--- config.mk ---
export PLATFORM = sky130hd
export DESIGN_NAME = mem_bus_arbiter
export DESIGN_NICKNAME = d
export VERILOG_FILES = /design/src/rtl/mem_bus_arbiter.sv
export SDC_FILE = /design/constraint.sdc
export NUM_CORES = 1
export LEC_CHECK = 0
export BUFFER_PORTS_ARGS = -buffer_cell sky130_fd_sc_hd__buf_2
export CAP_MARGIN = 10
export CORE_MARGIN = 3
export CORE_UTILIZATION = 24
export CTS_BUF_LIST = sky130_fd_sc_hd__clkbuf_4 sky130_fd_sc_hd__clkbuf_8 sky130_fd_sc_hd__clkbuf_16
export DETAILED_ROUTE_END_ITERATION = 8
export PLACE_DENSITY_LB_ADDON = 0.25
export SLEW_MARGIN = 25
export SYNTH_ARGS = -nofsm -noshare
export SYNTH_HDL_FRONTEND = slang
export SYNTH_SLANG_ARGS = --single-unit
--- constraint.sdc ---
create_clock -name clk -period 1.8 [get_ports clk]
set_input_delay 0.27 -clock clk [delete_from_list [all_inputs] [get_ports clk]]
set_output_delay 0.27 -clock clk [all_outputs]
set_load 0.02 [all_outputs]
--- src/rtl/mem_bus_arbiter.sv ---
// rtl/mem_bus_arbiter.sv - fetch/data arbiter for the single core memory bus
// Data has fixed priority; a flushed fetch drains on the bus instead of aborting.
module mem_bus_arbiter #(
  parameter int ADDR_W  = 64,
  parameter int DATA_W  = 64,
  parameter int TIMEOUT = 1024
) (
  input  logic              clk,
  input  logic              reset,
  input  logic              ireq_valid,
  input  logic [ADDR_W-1:0] ireq_addr,
  output logic              iresp_ok,
  output logic [31:0]       iresp_data,
  input  logic              dreq_valid,
  input  logic [ADDR_W-1:0] dreq_addr,
  input  logic [7:0]        dreq_strobe,
  input  logic [DATA_W-1:0] dreq_wdata,
  output logic              dresp_ok,
  output logic [DATA_W-1:0] dresp_data,
  output logic              bus_valid,
  output logic [ADDR_W-1:0] bus_addr,
  output logic [7:0]        bus_strobe,
  output logic [DATA_W-1:0] bus_wdata,
  input  logic              bus_ok,
  input  logic [DATA_W-1:0] bus_rdata,
  input  logic              csr_flush,
  output logic              handshake_stall,
  output logic [31:0]       stall_cycles,
  output logic              timeout
);

  localparam logic [1:0] IDLE  = 2'd0;
  localparam logic [1:0] GNT_I = 2'd1;
  localparam logic [1:0] GNT_D = 2'd2;
  localparam logic [1:0] DRAIN = 2'd3;

  localparam logic [31:0] TIMEOUT_M1 = 32'(TIMEOUT - 1);

  logic [1:0]        state_q, state_d;
  logic [ADDR_W-1:0] addr_q, addr_d;
  logic [7:0]        strobe_q, strobe_d;
  logic [DATA_W-1:0] wdata_q, wdata_d;
  logic              iresp_ok_q, iresp_ok_d;
  logic              dresp_ok_q, dresp_ok_d;
  logic [31:0]       iresp_data_q, iresp_data_d;
  logic [DATA_W-1:0] dresp_data_q, dresp_data_d;
  logic [31:0]       stall_cycles_q, stall_cycles_d;
  logic              timeout_q, timeout_d;

  assign handshake_stall = (ireq_valid & ~iresp_ok_q) | (dreq_valid & ~dresp_ok_q)
                         | (state_q == DRAIN);

  always_comb begin
    state_d      = state_q;
    addr_d       = addr_q;
    strobe_d     = strobe_q;
    wdata_d      = wdata_q;
    iresp_ok_d   = 1'b0;
    dresp_ok_d   = 1'b0;
    iresp_data_d = iresp_data_q;
    dresp_data_d = dresp_data_q;
    case (state_q)
      IDLE: begin
        // The cycle carrying resp_ok still sees the old request held high; never regrant it.
        if (!(iresp_ok_q || dresp_ok_q)) begin
          if (dreq_valid) begin
            state_d  = GNT_D;
            addr_d   = dreq_addr;
            strobe_d = dreq_strobe;
            wdata_d  = dreq_wdata;
          end else if (ireq_valid) begin
            state_d  = GNT_I;
            addr_d   = ireq_addr;
            strobe_d = '0;
            wdata_d  = '0;
          end
        end
      end
      GNT_I: begin
        if (bus_ok) begin
          state_d = IDLE;
          if (!csr_flush) begin
            iresp_ok_d   = 1'b1;
            iresp_data_d = addr_q[2] ? bus_rdata[63:32] : bus_rdata[31:0];
          end
        end else if (csr_flush) begin
          state_d = DRAIN;
        end
      end
      GNT_D: begin
        if (bus_ok) begin
          state_d      = IDLE;
          dresp_ok_d   = 1'b1;
          dresp_data_d = bus_rdata;
        end
      end
      default: begin
        if (bus_ok) state_d = IDLE;
      end
    endcase

    if (!handshake_stall)                  stall_cycles_d = '0;
    else if (stall_cycles_q == 32'hFFFF_FFFF) stall_cycles_d = stall_cycles_q;
    else                                   stall_cycles_d = stall_cycles_q + 32'd1;
    timeout_d = timeout_q | (handshake_stall && (stall_cycles_q == TIMEOUT_M1));
  end

  always_ff @(posedge clk) begin
    if (!reset) begin
      state_q        <= IDLE;
      addr_q         <= '0;
      strobe_q       <= '0;
      wdata_q        <= '0;
      iresp_ok_q     <= 1'b0;
      dresp_ok_q     <= 1'b0;
      iresp_data_q   <= '0;
      dresp_data_q   <= '0;
      stall_cycles_q <= '0;
      timeout_q      <= 1'b0;
    end else begin
      state_q        <= state_d;
      addr_q         <= addr_d;
      strobe_q       <= strobe_d;
      wdata_q        <= wdata_d;
      iresp_ok_q     <= iresp_ok_d;
      dresp_ok_q     <= dresp_ok_d;
      iresp_data_q   <= iresp_data_d;
      dresp_data_q   <= dresp_data_d;
      stall_cycles_q <= stall_cycles_d;
      timeout_q      <= timeout_d;
    end
  end

  assign bus_valid    = (state_q != IDLE);
  assign bus_addr     = addr_q;
  assign bus_strobe   = strobe_q;
  assign bus_wdata    = wdata_q;
  assign iresp_ok     = iresp_ok_q;
  assign dresp_ok     = dresp_ok_q;
  assign iresp_data   = iresp_data_q;
  assign dresp_data   = dresp_data_q;
  assign stall_cycles = stall_cycles_q;
  assign timeout      = timeout_q;

endmodule

Word level (Yosys, flattened, before mapping)
Cells that the tools add are included.
{"block": "totals", "regBits": 269, "in_bits": 270, "elab_cells": 57}
{"block": "classes", "eq_ne": 8, "n_addsub": 1, "mux": 16, "n_reduce_logical": 13, "n_bitwise": 9}
{"operator": "$mux W64", "count": 4}
{"operator": "$add A32 B1 Y32 const B", "count": 1}
{"operator": "$eq A32 B10 Y1 const B", "count": 1}
{"operator": "$eq A32 B32 Y1 const B", "count": 1}
{"operator": "$mux W32", "count": 1}
{"operator": "$mux W8", "count": 2}
{"operator": "$mux W2", "count": 6}
{"operator": "$reduce_and A3 Y1", "count": 3}
{"operator": "$ne A3 B3 Y1 const B", "count": 2}
{"operator": "$reduce_and A2 Y1", "count": 3}
{"operator": "$eq A2 B2 Y1 const B", "count": 2}
{"operator": "$not A1 Y1", "count": 4}
{"operator": "$pmux W2 S2", "count": 1}
{"operator": "$reduce_and A4 Y1", "count": 1}
{"operator": "$reduce_bool A2 Y1", "count": 2}
{"operator": "$or A1 B1 Y1", "count": 3}
{"operator": "$reduce_bool A3 Y1", "count": 1}
{"operator": "$and A1 B1 Y1", "count": 2}
{"operator": "$eq A2 B1 Y1 const B", "count": 1}
{"operator": "$logic_not A2 Y1", "count": 1}
{"operator": "$mux W1", "count": 2}
{"operator": "$ne A2 B2 Y1 const B", "count": 1}
{"operator": "$logic_and A1 B1 Y1", "count": 1}
{"operator": "$logic_or A1 B1 Y1", "count": 1}

Depth between registers and ports, before layout
{"block": "logic_depth", "word_depth": 6, "ltp_mapped": 9}

Least setup slack after synthesis
OpenSTA, ideal clock, no wires.
{"block": "synth_path", "kind": "flip-flop to flip-flop", "startpoint": "reg stall_cycles_q[0], in the netlist stall_cycles[0]", "endpoint": "reg stall_cycles_q[1], in the netlist stall_cycles[1]", "period_less_slack_ps": 2114, "path_stages_with_launch": 10, "t_required_ps": 1672, "setup_ps": 128, "path_slack_ps": -314, "path_buffers": 3, "t_arrival_ps": 1986, "path_cell_list": "dfxtp_1 > ha_1 > nand2_1 > nor4_1 > and4bb_1 > buf_6 > buf_8 > buf_12 > mux2i_1 > nor2_1"}
{"block": "synth_via", "elab_chain_cells": 1}
{"item": "start, declared", "line_no": "47", "source": "logic [31:0] stall_cycles_q, stall_cycles_d;"}
{"item": "start signal, assigned", "line_no": "129", "source": "stall_cycles_q <= stall_cycles_d;"}
{"item": "$add A32 B1 Y32 / $eq A32 B32 Y1 (equally long branches)", "line_no": "104, 103"}
Parallel ways exist; a longest one is shown, timed or not.
A chain may end at the register's enable or synchronous reset.

Worst setup path after layout
{"block": "layout_path", "startpoint": "reg stall_cycles_q[22], in the netlist stall_cycles[22]", "endpoint": "reg stall_cycles_q[17], in the netlist stall_cycles[17]"}
{"block": "layout_via", "elab_chain_cells": 1}
{"item": "$eq A32 B32 Y1", "line_no": "103", "source": "else if (stall_cycles_q == 32'hFFFF_FFFF) stall_cycles_d = stall_cycles_q;"}
Every way passes these cells.

==> flow_summary.yaml <==
power_and_ir_drop:
  power.switching_w: 0.00464
  peakVddDrop_mv: 0.628
  seq_power_share_pct: 39.9
  total_power_w: 0.0165
  power.density_nw_per_um2: 940
  p_sw_share_pct: 28.2
  combPwrFrac_pct: 18.9
  internal-power_w: 0.0118
  p_clk_share_pct: 41.3
  p_leak_nw: 8.81
logic_synthesis:
  synth_most_common_cell: "nand2_1"
  ys.flop_type: "dfxtp_1"
  ys_async_sr_fraction_pct: 0
  syn_inst: 1251
  synth_top_cell_by_area: "dfxtp_1"
  synth_area_leaders: "dfxtp_1 (48%), nand2_1 (10%), a21boi_0 (9.0%), mux2i_1 (8.7%), o211a_1 (8.5%)"
  ys_ff_latch: 269
  syn_area_um2: 11300
  synth.net_count: 1522
  synth_edf_count: 0
  ys_warn_count: 0
  yosys-top-cells-count: "nand2_1 (315), dfxtp_1 (269), a21boi_0 (136)"
  ys_seq_area_share_pct: 47.6
  syn_area_per_cell_um2: 9.05
  synth_cell_type_count: 45
  synth.top_cell.area_share_pct: 47.6
grt:
  grt_pass1_vias: 11800
  grt_pass1_wl_um: 65100
  grt_start_max_net_pins: 76
  grt_antenna_before_repair: 4
  globalRouteTotalUtil_pct: 16.3
  overflow: 0
floorplan:
  coreArea_um2: 46000
  start_util_pct: 24.6
  io_pins: 539
  die_w_um: 223
  dieArea_um2: 49800
  rows: 78
  die_y_um: 223
place:
  dp_hpwl_um: 31000
  globalplace.congestion: 0.829
  port_buffers: 538
timing:
  hold_viol_final: 0
  rsz0062_at_grt: "yes"
  setup-violations-final: 0
  finalCritPeriodShare_pct: 98.0
  clock_skew_ns: 0.0185
  tightest_slew_ns: 0.490
  clock.fmax_mhz: 567
  slew_viol_final: 0
  post-route-min-period_ns: 1.76
  holdWs_ns: 0.0398
  max_slew_margin_pct: 67.2
min_path:
  hp-class: "in -> reg"
finish:
  fill_cells: 4666
  drive_above_1_share_pct: 37.8
  layout-area-overhead-vs-synth_pct: 54.8
  diodes: 0
  nets: 2177
routing:
  avgViaCountPerCell: 4.57
  wire_per_inst_um: 16.9
  vias: 11500
  drtPass1Iterations: 5
  drt_iter0_drc: 547
  drt-total-wl_um: 42800
  drc: 0
  ant_nets: 0
clocking:
  cts_tree: "built"
  path_clk_slew_ns: 0.05
  cts_buffer_depth: 3
  cts_made_buffers: 34
  cts-root-buf: "clkbuf_16"
  cts.sinks: 269
  clkLatencyLatePin_ns: 0.53
  htree_levels: 2
critical_path:
  required_ns: 2.21
  start_kind: "flop"
  criticalPathCategory: "reg -> reg"
  cp-end-kind: "flop"
  crit_arrival_ns: 2.17
  path_max_fanout: 8
run_status:
  outcome: "finished clean"
run:
  maxCapViolations: 0
-- sequential cells by signal, indices dropped and copies added, names as in the netlist --
| name | cells |
|---|---|
| bus_addr | 64 |
| bus_strobe | 8 |
| iresp_data | 32 |
| dresp_ok | 1 |
| timeout | 1 |
| stall_cycles | 32 |
| bus_wdata | 64 |
| iresp_ok | 1 |
| dresp_data | 64 |
| state_q | 2 |
-- power groups by stage --
stage	registers (W)	logic (W)	clock network (W)
global route	0.00661	0.00337	0.00727
finish	0.00656	0.00311	0.00680
detailed placement	0.00669	0.00298	0
floorplan	0.00716	0.00115	0
global placement	0.00668	0.00295	0
CTS	0.00656	0.00316	0.00705
-- cells in the final DEF, fill, tap and decap left out, types with 5 or more instances in the layout --
cell type        n
buf_2          535
nand2_1        312
dfxtp_1        250
a21boi_0       136
mux2i_1         98
dlygate4sd3_1   97
o211a_1         96
nand3_1         83
buf_4           68
clkbuf_16       36
a21oi_1         21
buf_12          18
or3_1           17
o21ai_0         16
dfxtp_4         11
nand4_1          8
nor4_1           8
dfxtp_2          8
clkbuf_4         8
nor2_1           7
inv_1            7
or4_1            6
and2_1           6
clkinv_2         6
buf_6            6
clkbuf_8         5
-- cell type report --
cell class / instances / area [um^2] / area share (%)
Timing Repair Buffer: 725 / 4610 / 26.3
Inverter: 7 / 26.3 / 0.150
Tap cell: 600 / 751 / 4.29
Clock inverter: 10 / 106 / 0.607
Clock buffer: 48 / 1000 / 5.74
Multi-Input combinational cell: 869 / 5580 / 31.9
Sequential cell: 269 / 5440 / 31.0
-- routing by layer --
layer	global-route usage [%]	part of all wire, %
met2	28.5	49
met4	5.76	3.0
met3	4.62	6.8
met1	18.9	41
met5	0	0.11
-- critical path: stages, from the launching register on --
cell and delay (ns):
dfxtp_4 0.34, nand4_1 0.13, or3_4 0.36, and4bb_4 0.41, clkbuf_16 0.17, nor4_1 0.05
o21a_1 0.19
-- cell families after synthesis --
family          share of synthesized area (%)
simple gates                             18.5
flops                                    47.6
mux                                      8.67
buf+inv                                  4.28
xor+xnor                                0.232
compound gates                           20.7
fa+ha+maj                               0.111
-- through the flow --
step / area, um^2 / worst slack (ns) / instances / utilization [%] / setup TNS [ns]
detailed placement: 15300 / 0.00582 / 2368 / 33.3 / 0
finish: 17500 / 0.0361 / 2528 / 38.1 / 0
global placement: 15300 / 0.0160 / 2368 / 33.3 / 0
floorplan: 11400 / -0.0198 / 1251 / - / -0.0313
CTS: 17400 / 0.00449 / 2523 / 37.8 / 0
global route: 17500 / -0.0276 / 2528 / 38.1 / -0.139
-- final timing paths --
check,startpoint,end,slack [ns],cells past startpoint
max,stall_cycles[22],stall_cycles[17],0.04,6
max reg2reg,stall_cycles[22],stall_cycles[17],0.04,6
min,dreq_wdata[53],bus_wdata[53],0.04,3
min reg2reg,bus_strobe[3],bus_strobe[3],0.46,2
-- timing repair --
action,in CTS,in global routing
pin swaps,2,9
hold buffers,97,0
resized for setup,2,21
endpoints found under the hold margin,97,0
setup buffers,1,3
setup endpoints to repair,3,24
cloned,0,2
(Power assumes the default switching activity.)
